<file path="src/rtl/dbus_pkg.sv">
// Shared types and funct3 encodings for the MEM-stage data-bus bridge.
package dbus_pkg;

  typedef enum logic [1:0] {
    IDLE = 2'd0,
    BUS  = 2'd1,
    DONE = 2'd2
  } dbus_state_e;

  localparam logic [2:0] MEM_OP_B  = 3'b000;
  localparam logic [2:0] MEM_OP_H  = 3'b001;
  localparam logic [2:0] MEM_OP_W  = 3'b010;
  localparam logic [2:0] MEM_OP_BU = 3'b100;
  localparam logic [2:0] MEM_OP_HU = 3'b101;

  localparam int NUM_LANES = 4;

  typedef struct packed {
    logic [1:0] a;
    logic [2:0] op;
  } dbus_req_t;

endpackage

</file>
<file path="src/rtl/dbus_lane_align.sv">
// Byte-lane steering: store sel/data replication, fault detection and load extraction.
module dbus_lane_align
  import dbus_pkg::*;
(
  input  logic [1:0]  a,
  input  logic [2:0]  op,
  input  logic [31:0] wdata,
  input  logic [31:0] rdata,
  output logic [3:0]  sel,
  output logic [31:0] wdat,
  output logic [31:0] rdata_ext,
  output logic        fault
);

  logic [7:0]  byte_v;
  logic [15:0] half_v;

  assign byte_v = 8'(rdata >> {a, 3'b000});
  assign half_v = 16'(rdata >> {a[1], 4'b0000});

  // Store data per lane: byte ops replicate byte 0, half ops replicate the low halfword.
  for (genvar i = 0; i < NUM_LANES; i++) begin : g_lane
    assign wdat[8*i +: 8] = (op[1:0] == 2'b00) ? wdata[7:0] :
                            (op[1:0] == 2'b01) ? wdata[8*(i%2) +: 8] :
                                                 wdata[8*i +: 8];
  end

  always_comb begin
    sel       = 4'h0;
    rdata_ext = '0;
    fault     = 1'b0;
    case (op)
      MEM_OP_B, MEM_OP_BU: begin
        sel       = 4'b0001 << a;
        rdata_ext = op[2] ? {24'h0, byte_v} : {{24{byte_v[7]}}, byte_v};
      end
      MEM_OP_H, MEM_OP_HU: begin
        sel       = 4'b0011 << {a[1], 1'b0};
        fault     = a[0];
        rdata_ext = op[2] ? {16'h0, half_v} : {{16{half_v[15]}}, half_v};
      end
      MEM_OP_W: begin
        sel       = 4'hF;
        fault     = |a;
        rdata_ext = rdata;
      end
      default: fault = 1'b1;
    endcase
  end

endmodule

</file>
<file path="src/rtl/dbus_wb_bridge.sv">
// Core MEM-stage load/store to single Wishbone classic cycle; stalls the core while busy.
// Optional BUS-state watchdog enabled by defining DBUS_TIMEOUT_EN.
module dbus_wb_bridge
  import dbus_pkg::*;
#(
  parameter int TIMEOUT_CYCLES = 255
) (
  input  logic        clk,
  input  logic        reset,
  input  logic [31:0] mem_addr_mem,
  input  logic [31:0] mem_wdata_mem,
  input  logic        mem_write_mem,
  input  logic        mem_read_mem,
  input  logic [2:0]  mem_op_mem,
  output logic [31:0] mem_rdata_mem,
  output logic        stall_pipl,
  output logic        bus_err,
  output logic        wb_cyc_o,
  output logic        wb_stb_o,
  output logic        wb_we_o,
  output logic [31:0] wb_adr_o,
  output logic [31:0] wb_dat_o,
  output logic [3:0]  wb_sel_o,
  input  logic [31:0] wb_dat_i,
  input  logic        wb_ack_i,
  input  logic        wb_err_i
);

  if (TIMEOUT_CYCLES < 1 || TIMEOUT_CYCLES > 65535) begin : g_param_chk
    $error("TIMEOUT_CYCLES out of range");
  end

  dbus_state_e state;
  dbus_req_t   req_q;
  logic        req;
  logic [1:0]  al_a;
  logic [2:0]  al_op;
  logic [3:0]  al_sel;
  logic [31:0] al_wdat;
  logic [31:0] al_rdata;
  logic        al_fault;

  assign req        = mem_read_mem | mem_write_mem;
  assign stall_pipl = ((state == IDLE) && req) || (state == BUS);

  // Aligner sees the live request while idle, the captured one during the cycle.
  assign al_a  = (state == IDLE) ? mem_addr_mem[1:0] : req_q.a;
  assign al_op = (state == IDLE) ? mem_op_mem        : req_q.op;

  dbus_lane_align u_align (
    .a         (al_a),
    .op        (al_op),
    .wdata     (mem_wdata_mem),
    .rdata     (wb_dat_i),
    .sel       (al_sel),
    .wdat      (al_wdat),
    .rdata_ext (al_rdata),
    .fault     (al_fault)
  );

`ifdef DBUS_TIMEOUT_EN
  localparam logic [15:0] TMO_LAST = 16'(TIMEOUT_CYCLES - 1);
  logic [15:0] tmo_cnt;
`endif

  always_ff @(posedge clk or posedge reset) begin
    if (reset) begin
      state         <= IDLE;
      req_q         <= '0;
      mem_rdata_mem <= '0;
      bus_err       <= 1'b0;
      wb_cyc_o      <= 1'b0;
      wb_stb_o      <= 1'b0;
      wb_we_o       <= 1'b0;
      wb_adr_o      <= '0;
      wb_dat_o      <= '0;
      wb_sel_o      <= '0;
`ifdef DBUS_TIMEOUT_EN
      tmo_cnt       <= '0;
`endif
    end else begin
      bus_err <= 1'b0;
      case (state)
        IDLE: if (req) begin
          req_q.a  <= mem_addr_mem[1:0];
          req_q.op <= mem_op_mem;
          if (al_fault) begin
            state         <= DONE;
            bus_err       <= 1'b1;
            mem_rdata_mem <= '0;
          end else begin
            state    <= BUS;
            wb_cyc_o <= 1'b1;
            wb_stb_o <= 1'b1;
            wb_we_o  <= mem_write_mem;
            wb_adr_o <= {mem_addr_mem[31:2], 2'b00};
            wb_sel_o <= al_sel;
            wb_dat_o <= al_wdat;
`ifdef DBUS_TIMEOUT_EN
            tmo_cnt  <= '0;
`endif
          end
        end
        BUS: begin
          if (wb_err_i) begin
            state         <= DONE;
            wb_cyc_o      <= 1'b0;
            wb_stb_o      <= 1'b0;
            bus_err       <= 1'b1;
            mem_rdata_mem <= '0;
          end else if (wb_ack_i) begin
            state    <= DONE;
            wb_cyc_o <= 1'b0;
            wb_stb_o <= 1'b0;
            if (!wb_we_o) mem_rdata_mem <= al_rdata;
          end
`ifdef DBUS_TIMEOUT_EN
          else if (tmo_cnt == TMO_LAST) begin
            state         <= DONE;
            wb_cyc_o      <= 1'b0;
            wb_stb_o      <= 1'b0;
            bus_err       <= 1'b1;
            mem_rdata_mem <= '0;
          end else begin
            tmo_cnt <= tmo_cnt + 16'd1;
          end
`endif
        end
        DONE:    state <= IDLE;
        default: state <= IDLE;
      endcase
    end
  end

endmodule

</file>
<file path="config.mk">
export PLATFORM = sky130hd
export DESIGN_NAME = dbus_wb_bridge
export DESIGN_NICKNAME = d
export VERILOG_FILES = /design/src/rtl/dbus_pkg.sv /design/src/rtl/dbus_lane_align.sv /design/src/rtl/dbus_wb_bridge.sv
export SDC_FILE = /design/constraint.sdc
export NUM_CORES = 1
export LEC_CHECK = 0
export BUFFER_PORTS_ARGS = -buffer_cell sky130_fd_sc_hd__buf_2
export CORE_ASPECT_RATIO = 1.2
export CORE_MARGIN = 4
export CORE_UTILIZATION = 35
export CTS_BUF_LIST = sky130_fd_sc_hd__clkbuf_8
export CTS_CLUSTER_DIAMETER = 80
export DETAILED_ROUTE_END_ITERATION = 8
export GPL_TIMING_DRIVEN = 0
export SKIP_LAST_GASP = 1
export SYNTH_ARGS = -nofsm -noshare
export SYNTH_HDL_FRONTEND = slang
export SYNTH_SLANG_ARGS = --single-unit
</file>
<file path="constraint.sdc">
create_clock -name clk -period 5.6 [get_ports clk]
set_input_delay 0.56 -clock clk [delete_from_list [all_inputs] [get_ports clk]]
set_output_delay 0.56 -clock clk [all_outputs]
set_load 0.03 [all_outputs]
</file>
==> impl_metrics.env, run 1 <==
export IMPL_outcome="complete, no violations"
export IMPL_layout_common_cells="buf_2, dfrtp_1, nand2_1"
export IMPL_overflow=0
export IMPL_synth_fa_ha_area_share_pct=0
export IMPL_synth_seq_cells=108
export IMPL_rsz0062_at_grt="no"
export IMPL_crit_top_cell="mux2i_1"
export IMPL_dp_slack_ps=2340
export IMPL_muxShareOfSynthArea_pct=14.5
export IMPL_ys_types=45
export IMPL_post_cts_buffers=0
export IMPL_synth_top_family_by_area="compound AO/OA/AOI/OAI gates"
export IMPL_holdWs_ps=260
export IMPL_hold_class="in -> async"
export IMPL_dieArea_mm2=0.0170
export IMPL_clock_latency_ps=380
export IMPL_synth_top_cell_area_share_pct=51.7
export IMPL_cts_resized_gates=0
export IMPL_power_leakage_nw=3.32
export IMPL_clkTransAtPathRegs_ps=110
export IMPL_clock_sinks=108
export IMPL_final_setup_viol_count=0
export IMPL_cp_end_kind="flip-flop"
export IMPL_drt_initial_drc_count=222
export IMPL_gp_congestion=0.895
export IMPL_grt_max_degree=57
export IMPL_yosysTopAreaCell="dfrtp_1"
export IMPL_syn_to_final_growth_pct=28.7
export IMPL_placed_area_mm2=0.00654
export IMPL_drive_above_1_share_pct=39.5
export IMPL_power_density_mw_per_mm2=558
export IMPL_tritoncts_num_buffers=9
export IMPL_grt_pass1_vias=5188
export IMPL_period_needed_ps=3380
export IMPL_synth_xor_area_share_pct=0
export IMPL_slew_headroom_pct=13.4
export IMPL_slew_viol_final=0
export IMPL_port_buffers=205
export IMPL_cts_root_buf="clkbuf_8"
export IMPL_vias_per_cell=5.42
export IMPL_synth_ff_type="dfrtp_1"
export IMPL_vias=4924
export IMPL_fin_area_mm2=0.00673
export IMPL_synthArstFlopShare_pct=100
export IMPL_die_h_um=142
export IMPL_hpwl_um=13200
export IMPL_die_width_um=120
export IMPL_ctsHoldBuffers=0
export IMPL_hold_viol_final=0
export IMPL_synth_area_leaders="dfrtp_1, mux2_2, mux2i_1, o21ai_0, nand2_1"
export IMPL_synth_edff_count=0
export IMPL_power_mw=3.75
export IMPL_finalSetupTns_ps=0
export IMPL_drt_total_wl_um=17100
export IMPL_yosysWarnings=0
export IMPL_path_delay_family="multiplexers"
export IMPL_ant_nets=0
export IMPL_io_pins=210
export IMPL_synth_compound_area_share_pct=18.9
export IMPL_fin_nets=808
export IMPL_skew_ps=9.04
export IMPL_rows=48
export IMPL_post_drt_wl_per_cell_um=18.8
export IMPL_diodes=0
export IMPL_worstMarginPinSlew_ps=1260
export IMPL_slowest_stage="mux2i_1"
export IMPL_cp_data_arrival_time_ps=3690
export IMPL_max_vdd_ir_drop_mv=0.346
export IMPL_crit_buf_inv=2
export IMPL_max_stage_delay_ps=870
export IMPL_dr_pass1_iters=5
export IMPL_drv_cap=0
export IMPL_critPathLaunchType="flip-flop"
export IMPL_drc=0
export IMPL_start_util_pct=36.0
export IMPL_critPathRequiredTime_ps=5900
export IMPL_critPathKind="reg -> reg"
export IMPL_ys_seq_area_share_pct=51.7
export IMPL_setup_ws_ps=2220
export IMPL_clock_fmax_mhz=296
export IMPL_core_area_mm2=0.0145
export IMPL_htree_levels=3
export IMPL_finalNonFillerCells=908
export IMPL_synthSimpleGateAreaFrac_pct=11.1
export IMPL_grt_pass1_wl_um=27500
export IMPL_syn_cell_area_mm2=0.00523
export IMPL_grt_usage_pct=20.4
export IMPL_worstPathCellList="buf_2 > nor2_4 > mux2i_1 > mux2i_1 > clkbuf_1 > a22oi_1 > o211ai_1"
export IMPL_dp_cells=892
export IMPL_synth_avg_cell_area_um2=10.8
export IMPL_rrSetupSlack_ps=2220
export IMPL_final_common_cell="buf_2"
export IMPL_critPathMaxFanout=10
export IMPL_antenna_found_initial=0
export IMPL_utilization_pct=46.3
export IMPL_netlist_instances=485
export IMPL_post_route_period_util_pct=60.4
export IMPL_fill_cells=1486
export IMPL_cts_tree="built"
export IMPL_clockBufferDepth=2
cell families (layout without fill, tap and decap cells):
group / count (synthesis) / in the layout
multiplexers: 70 / 70
AND/OR/NAND/NOR: 121 / 121
AO/OA/AOI/OAI: 141 / 141
flip-flops: 108 / 108
buffers and inverters: 44 / 266
other: 1 / 2
flip-flops by register name, summed over array words and instances, names as in the netlist:
signal         flops
wb_dat_o          32
bus_err            1
wb_stb_o           1
mem_rdata_mem     32
wb_adr_o          30
wb_sel_o           4
req_q              5
state              2
wb_we_o            1
worst register-to-register path: stages, from the launching register on:
cell and delay [ps]:
dfrtp_1 370, buf_2 180, nor2_4 230, mux2i_1 840
mux2i_1 870, clkbuf_1 460, a22oi_1 170, o211ai_1 180
cells in the mapped netlist (6+ instances only):
master     number
a21oi_1         6
nand3_1        17
clkbuf_1       28
o221ai_1        9
a21o_1          8
and3_1          7
dfrtp_1       108
o21ai_0        44
a211oi_1       17
mux2i_1        28
nor2_1         20
nand2_1        53
a32oi_1         7
or4_1           7
a2111oi_0      16
a22oi_1         9
mux2_2         41
o22ai_1         7
routing by layer:
metal / vias up / global-route usage (%) / share of wire (%)
li1: 2258 / - / -
met1: 2368 / 25.2 / 40
met2: 262 / 33.4 / 47
met3: 36 / 5.98 / 9.3
met4: 0 / 8.81 / 3.3
met5: - / 0 / 0
report_power, final:
group / leakage (nW) / internal [mW] / switching [mW]
clock: 0.0995 / 0.174 / 0.298
sequential: 1.37 / 1.06 / 0.151
combinational: 1.85 / 0.674 / 1.40
cell type report:
class / instances / area, um^2 / area share (%)
sequential: 108 / 2700 / 40.2
multi-input combinational: 334 / 2330 / 34.6
timing repair buffer: 206 / 1050 / 15.7
tap: 200 / 250 / 3.72
buffer: 39 / 179 / 2.66
clock buffer: 9 / 124 / 1.84
clock inverter: 7 / 65.1 / 0.967
inverter: 5 / 21.3 / 0.316
worst paths after layout:
check | startpoint | to | cells after the start
setup / recovery | state[1]$_DFFE_PP0P_ | mem_rdata_mem[7]$_DFFE_PP0P_ | 7
hold / removal | reset | mem_rdata_mem[29]$_DFFE_PP0P_ | 2
setup reg to reg | state[1]$_DFFE_PP0P_ | mem_rdata_mem[7]$_DFFE_PP0P_ | 7
hold reg to reg | mem_rdata_mem[22]$_DFFE_PP0P_ | mem_rdata_mem[22]$_DFFE_PP0P_ | 2
max in group asynchronous | reset | wb_dat_o[12]$_DFFE_PP0P_ | 3
min in group clk | wb_ack_i | state[0]$_DFFE_PP0P_ | 2
Note: power is estimated with default switching activity, not from simulation.
==> run 2, diff against run 1 <==
==> constraint.sdc (replaced) <==
create_clock -name clk -period 3.4 [get_ports clk]
set_input_delay 0.34 -clock clk [delete_from_list [all_inputs] [get_ports clk]]
set_output_delay 0.34 -clock clk [all_outputs]
set_load 0.03 [all_outputs]
==> run 2 against run 1 <==
  * Non-clock buffer count unchanged
  * Critical path type unchanged
  * Largest power group unchanged
  * Core utilization up 0.052 points
  * Hold slack worse by 220 ps
  * Flip-flop and latch count unchanged
  * Highest routed layer unchanged
  * Count of clock-buffer cells in the layout unchanged
  * Clock power up 65%
  * Routed wire length down 0.17%
  * Setup slack worse by 1800 ps
  * Die area unchanged
  * Via count down 0.32%
  * Global-route usage unchanged
  * Sequential power up 64%
==> impl_metrics.env, run 2 (same netlist as run 1, synthesis figures left out) <==
export IMPL_outcome="complete, no violations"
export IMPL_top_regs="mem_rdata_mem x32, wb_dat_o x32, wb_adr_o x30"
export IMPL_cts_root_buf="clkbuf_8"
export IMPL_hold_viol_final=0
export IMPL_syn_to_final_growth_pct=28.8
export IMPL_cp_end_kind="flip-flop"
export IMPL_clockBufferDepth=2
export IMPL_vias_per_cell=5.41
export IMPL_clkTransAtPathRegs_ps=110
export IMPL_diodes=0
export IMPL_drv_cap=0
export IMPL_setup_ws_ps=449
export IMPL_overflow=0
export IMPL_period_needed_ps=2950
export IMPL_io_pins=210
export IMPL_drt_total_wl_um=17000
export IMPL_rr_startpoint="state[1]$_DFFE_PP0P_"
export IMPL_grt_usage_pct=20.4
export IMPL_finalNonFillerCells=908
export IMPL_fin_area_mm2=0.00673
export IMPL_max_stage_delay_ps=640
export IMPL_slew_viol_final=0
export IMPL_die_width_um=120
export IMPL_cts_resized_gates=0
export IMPL_cts_tree="built"
export IMPL_power_leakage_nw=3.32
export IMPL_ant_nets=0
export IMPL_critPathKind="reg -> reg"
export IMPL_grt_max_degree=57
export IMPL_start_util_pct=36.0
export IMPL_max_vdd_ir_drop_mv=0.570
export IMPL_post_cts_buffers=0
export IMPL_grt_pass1_wl_um=27500
export IMPL_placed_area_mm2=0.00654
export IMPL_reg2reg_depth=7
export IMPL_rsz0062_at_grt="no"
export IMPL_dieArea_mm2=0.0170
export IMPL_vias=4908
export IMPL_drive_above_1_share_pct=39.8
export IMPL_rrSetupSlack_ps=450
export IMPL_worstPathCellList="buf_2 > nor2_4 > mux2i_2 > mux2i_2 > clkbuf_1 > a22oi_1 > o211ai_1"
export IMPL_dp_cells=892
export IMPL_final_common_cell="buf_2"
export IMPL_antenna_found_initial=0
export IMPL_critPathRequiredTime_ps=3700
export IMPL_core_area_mm2=0.0145
export IMPL_clock_latency_ps=390
export IMPL_post_route_period_util_pct=86.8
export IMPL_die_h_um=142
export IMPL_critPathMaxFanout=10
export IMPL_post_drt_wl_per_cell_um=18.8
export IMPL_worstMarginPinSlew_ps=1300
export IMPL_drc=0
export IMPL_grt_pass1_vias=5188
export IMPL_fin_nets=808
export IMPL_critPathLaunchType="flip-flop"
export IMPL_hold_class="in -> async"
export IMPL_drt_initial_drc_count=240
export IMPL_hpwl_um=13200
export IMPL_layout_common_cells="buf_2, dfrtp_1, nand2_1"
export IMPL_rows=48
export IMPL_clock_sinks=108
export IMPL_dp_slack_ps=141
export IMPL_ctsHoldBuffers=0
export IMPL_r2r_end="mem_rdata_mem[7]$_DFFE_PP0P_"
export IMPL_crit_top_cell="mux2i_2"
export IMPL_power_density_mw_per_mm2=920
export IMPL_tritoncts_num_buffers=9
export IMPL_finalSetupTns_ps=0
export IMPL_final_setup_viol_count=0
export IMPL_htree_levels=3
export IMPL_skew_ps=8.74
export IMPL_port_buffers=205
export IMPL_clock_fmax_mhz=339
export IMPL_gp_congestion=0.895
export IMPL_cp_data_arrival_time_ps=3250
export IMPL_dr_pass1_iters=5
export IMPL_slew_headroom_pct=11.0
export IMPL_slowest_stage="mux2i_2"
==> run 2: worst max-delay path by stage <==
stage,start,to,slack [ps],cells after the start
global placement,reset,wb_adr_o[31]$_DFFE_PP0P_,-1080,2
CTS,state[1]$_DFFE_PP0P_,mem_rdata_mem[7]$_DFFE_PP0P_,90,7
finish,state[1]$_DFFE_PP0P_,mem_rdata_mem[7]$_DFFE_PP0P_,450,7
floorplan,reset,bus_err$_DFF_PP0_,210,1
detailed placement,state[1]$_DFFE_PP0P_,mem_rdata_mem[7]$_DFFE_PP0P_,140,7
global route,state[1]$_DFFE_PP0P_,mem_rdata_mem[7]$_DFFE_PP0P_,220,7
==> run 2: where the power goes <==
part / internal, mW / switching (mW)
clock network: 0.286 / 0.492
registers: 1.74 / 0.250
logic: 1.12 / 2.30
total: 3.15 / 3.05
==> run 2: metrics by stage <==
stage | hold WS [ps] | utilization, % | power (mW)
after floorplan | 438 | - | 4.34
after global placement | 459 | 44.8 | 5.38
after detailed placement | 461 | 45.0 | 5.43
after CTS | 68.1 | 46.3 | 6.23
after global routing | 95.5 | 46.3 | 6.62
final | 40.5 | 46.3 | 6.19
==> run 2: final cells by class <==
type | count | area [um^2]
inverters | 5 | 21.3
clock buffers | 9 | 124
well taps | 200 | 250
multi-input cells | 334 | 2340
repair buffers | 206 | 1050
flip-flops and latches | 108 | 2700
plain buffers | 39 | 179
fillers | 1486 | 7800
clock inverters | 7 | 65.1
==> run 2: worst max-delay path, delay by kind of cell, from the launching register on <==
| family | cells | cell delay, ps |
|---|---|---|
| flip-flops | 1 | 370 |
| multiplexers | 2 | 1270 |
| buffers and inverters | 2 | 630 |
| AND/OR/NAND/NOR | 1 | 240 |
| AO/OA/AOI/OAI | 2 | 350 |
==> run 2: routing by layer <==
metal	global-route usage, %	wire length (um)
met1	25.2	6890
met2	33.4	8070
met3	5.98	1530
met4	8.81	539
met5	0	0
==> run 3, diff against run 2 <==
--- a/config.mk
+++ b/config.mk
@@ -8,12 +8,14 @@
 export BUFFER_PORTS_ARGS = -buffer_cell sky130_fd_sc_hd__buf_2
 export CORE_ASPECT_RATIO = 1.2
 export CORE_MARGIN = 4
-export CORE_UTILIZATION = 35
+export CORE_UTILIZATION = 51
 export CTS_BUF_LIST = sky130_fd_sc_hd__clkbuf_8
 export CTS_CLUSTER_DIAMETER = 80
 export DETAILED_ROUTE_END_ITERATION = 8
 export GPL_TIMING_DRIVEN = 0
+export PLACE_DENSITY = 0.82
 export SKIP_LAST_GASP = 1
 export SYNTH_ARGS = -nofsm -noshare
 export SYNTH_HDL_FRONTEND = slang
+export SYNTH_HIERARCHICAL = 1
 export SYNTH_SLANG_ARGS = --single-unit
==> run 3 against run 2 <==
  * Register-to-register slack got worse by 120 ps
  * Largest cell class unchanged
  * Critical path type unchanged
  * Sequential power is essentially flat
  * Clock power grew 8.2%
  * Synthesized cell count is 22% higher
==> impl_metrics.env, run 3 <==
export IMPL_outcome="complete, no violations"
export IMPL_power_density_mw_per_mm2=1040
export IMPL_antenna_found_initial=0
export IMPL_vias=5266
export IMPL_skew_ps=17.1
export IMPL_slew_headroom_pct=40.2
export IMPL_utilization_pct=65.4
export IMPL_synthArstFlopShare_pct=100
export IMPL_yosysWarnings=6
export IMPL_hpwl_um=13100
export IMPL_critPathRequiredTime_ps=3690
export IMPL_port_buffers=207
export IMPL_htree_levels=3
export IMPL_start_util_pct=52.0
export IMPL_cp_data_arrival_time_ps=3350
export IMPL_synth_avg_cell_area_um2=9.61
export IMPL_placed_area_mm2=0.00694
export IMPL_drive_above_1_share_pct=39.8
export IMPL_rows=42
export IMPL_layout_common_cells="buf_2, nand2_1, dfrtp_1"
export IMPL_vias_per_cell=5.54
export IMPL_critPathMaxFanout=10
export IMPL_layout_area_seq_mm2=0.00270
export IMPL_synth_top_cell_area_share_pct=47.3
export IMPL_cp_end_kind="flip-flop"
export IMPL_grt_max_degree=57
export IMPL_period_needed_ps=3070
export IMPL_fin_area_mm2=0.00718
export IMPL_critPathLaunchType="flip-flop"
export IMPL_overflow=0
export IMPL_post_drt_wl_per_cell_um=17.6
export IMPL_slew_viol_final=0
export IMPL_clockBufferDepth=2
export IMPL_clock_latency_ps=390
export IMPL_synth_edff_count=0
export IMPL_worstMarginPinSlew_ps=891
export IMPL_ys_seq_area_share_pct=47.3
export IMPL_gp_congestion=0.904
export IMPL_clkTransAtPathRegs_ps=110
export IMPL_ant_nets=0
export IMPL_syn_cell_area_mm2=0.00571
export IMPL_diodes=0
export IMPL_die_width_um=105
export IMPL_fin_nets=919
export IMPL_drt_initial_drc_count=179
export IMPL_post_synth_top_count_cell="nand2_1"
export IMPL_dieArea_mm2=0.0130
export IMPL_holdWs_ps=40.6
export IMPL_grt_pass1_vias=5423
export IMPL_finalSetupTns_ps=0
export IMPL_synth_seq_cells=108
export IMPL_yosysTopAreaCell="dfrtp_1"
export IMPL_grt_usage_pct=26.1
export IMPL_max_vdd_ir_drop_mv=0.573
export IMPL_drv_cap=0
export IMPL_die_h_um=124
export IMPL_rsz0062_at_grt="yes"
export IMPL_clock_sinks=108
export IMPL_cts_root_buf="clkbuf_8"
export IMPL_hold_class="in -> async"
export IMPL_finalNonFillerCells=951
export IMPL_tritoncts_num_buffers=9
export IMPL_ys_types=42
export IMPL_grt_pass1_wl_um=26900
export IMPL_io_pins=210
export IMPL_drc=0
export IMPL_post_route_period_util_pct=90.2
export IMPL_power_leakage_nw=3.93
export IMPL_core_area_mm2=0.0110
export IMPL_clock_fmax_mhz=326
export IMPL_fill_cells=916
export IMPL_synth_area_leaders="dfrtp_1, nand2_1, mux2_2, mux2i_1, a22o_1"
export IMPL_synth_commonest_cells="nand2_1, dfrtp_1, a22o_1, mux2_2, mux2i_1"
export IMPL_hold_viol_final=0
export IMPL_final_setup_viol_count=0
export IMPL_top_regs="mem_rdata_mem x32, wb_dat_o x32, wb_adr_o x30"
export IMPL_netlist_instances=594
export IMPL_critPathKind="reg -> reg"
export IMPL_cts_tree="built"
export IMPL_synth_ff_type="dfrtp_1"
export IMPL_dr_pass1_iters=5
export IMPL_drt_total_wl_um=16700
export IMPL_dp_cells=935
export IMPL_syn_to_final_growth_pct=25.9
export IMPL_multi_input_area_mm2=0.00264
## run 3: report_power, final
part	internal (mW)	switching, mW
registers	1.77	0.251
logic	1.62	3.01
clock network	0.374	0.468
## run 3: critical path, cell delays in order (launching register included)
cell,delay [ps]
dfrtp_1,370
clkbuf_1,230
nor2_4,210
mux2_2,350
buf_2,170
or3_1,350
a21oi_1,160
nor2_1,90
nor3_2,200
o21ai_1,230
buf_2,250
clkbuf_2,210
nand2_1,120
nand2_1,60
## run 3: cell families (layout without fill, tap and decap cells)
| logic type | Yosys count | after routing | share of synthesized area (%) |
|---|---|---|---|
| AOI/OAI and AO/OA | 94 | 94 | 13.8 |
| and+or+nand+nor | 267 | 267 | 19.5 |
| DFF | 108 | 108 | 47.3 |
| muxes | 65 | 65 | 12.5 |
| other | 1 | 2 | 0.0657 |
| buffers and inverters | 59 | 283 | 6.84 |
## run 3: what timing repair did
item / 4_1_cts / 5_1_grt
setup buffers: 0 / 0
hold buffers: 0 / 0
gates resized for setup: 2 / 9
endpoints found under the setup margin: 33 / 62
## run 3: layout make-up
cell class              instances  share of cell area [%]
inverters                       2                   0.139
plain buffers                  57                    5.43
well taps                     132                    2.30
repair buffers                208                    14.8
multi-input cells             428                    36.7
clock inverters                 6                    1.06
clock buffers                  10                    1.92
flip-flops and latches        108                    37.6
## run 3: metrics by stage
stage / power, mW / setup WS, ps
6_report: 7.49 / 332
5_1_grt: 8.02 / -26.4
3_5_place_dp: 6.63 / -124
3_3_place_gp: 6.49 / -845
4_1_cts: 7.48 / 60.1
2_1_floorplan: 5.35 / 214
## run 3: routing by layer
metal	up-vias	wire length, um	track usage, %
met5	-	0	0
met4	0	620	13.2
met3	40	1390	6.12
met2	237	8300	45.6
met1	2530	6400	30.4
li1	2459	-	-
## run 3: final timing paths
kind | from | endpoint | slack (ps) | cells after the start
setup / recovery | state[1]$_DFFE_PP0P_ | wb_dat_o[1]$_DFFE_PP0P_ | 330 | 13
hold / removal | reset | wb_adr_o[17]$_DFFE_PP0P_ | 40 | 2
setup reg to reg | state[1]$_DFFE_PP0P_ | wb_dat_o[1]$_DFFE_PP0P_ | 330 | 13
hold reg to reg | wb_dat_o[17]$_DFFE_PP0P_ | wb_dat_o[17]$_DFFE_PP0P_ | 480 | 2
max in group asynchronous | reset | wb_adr_o[31]$_DFFE_PP0P_ | 2650 | 3
min in group clk | mem_addr_mem[6] | wb_adr_o[6]$_DFFE_PP0P_ | 130 | 3
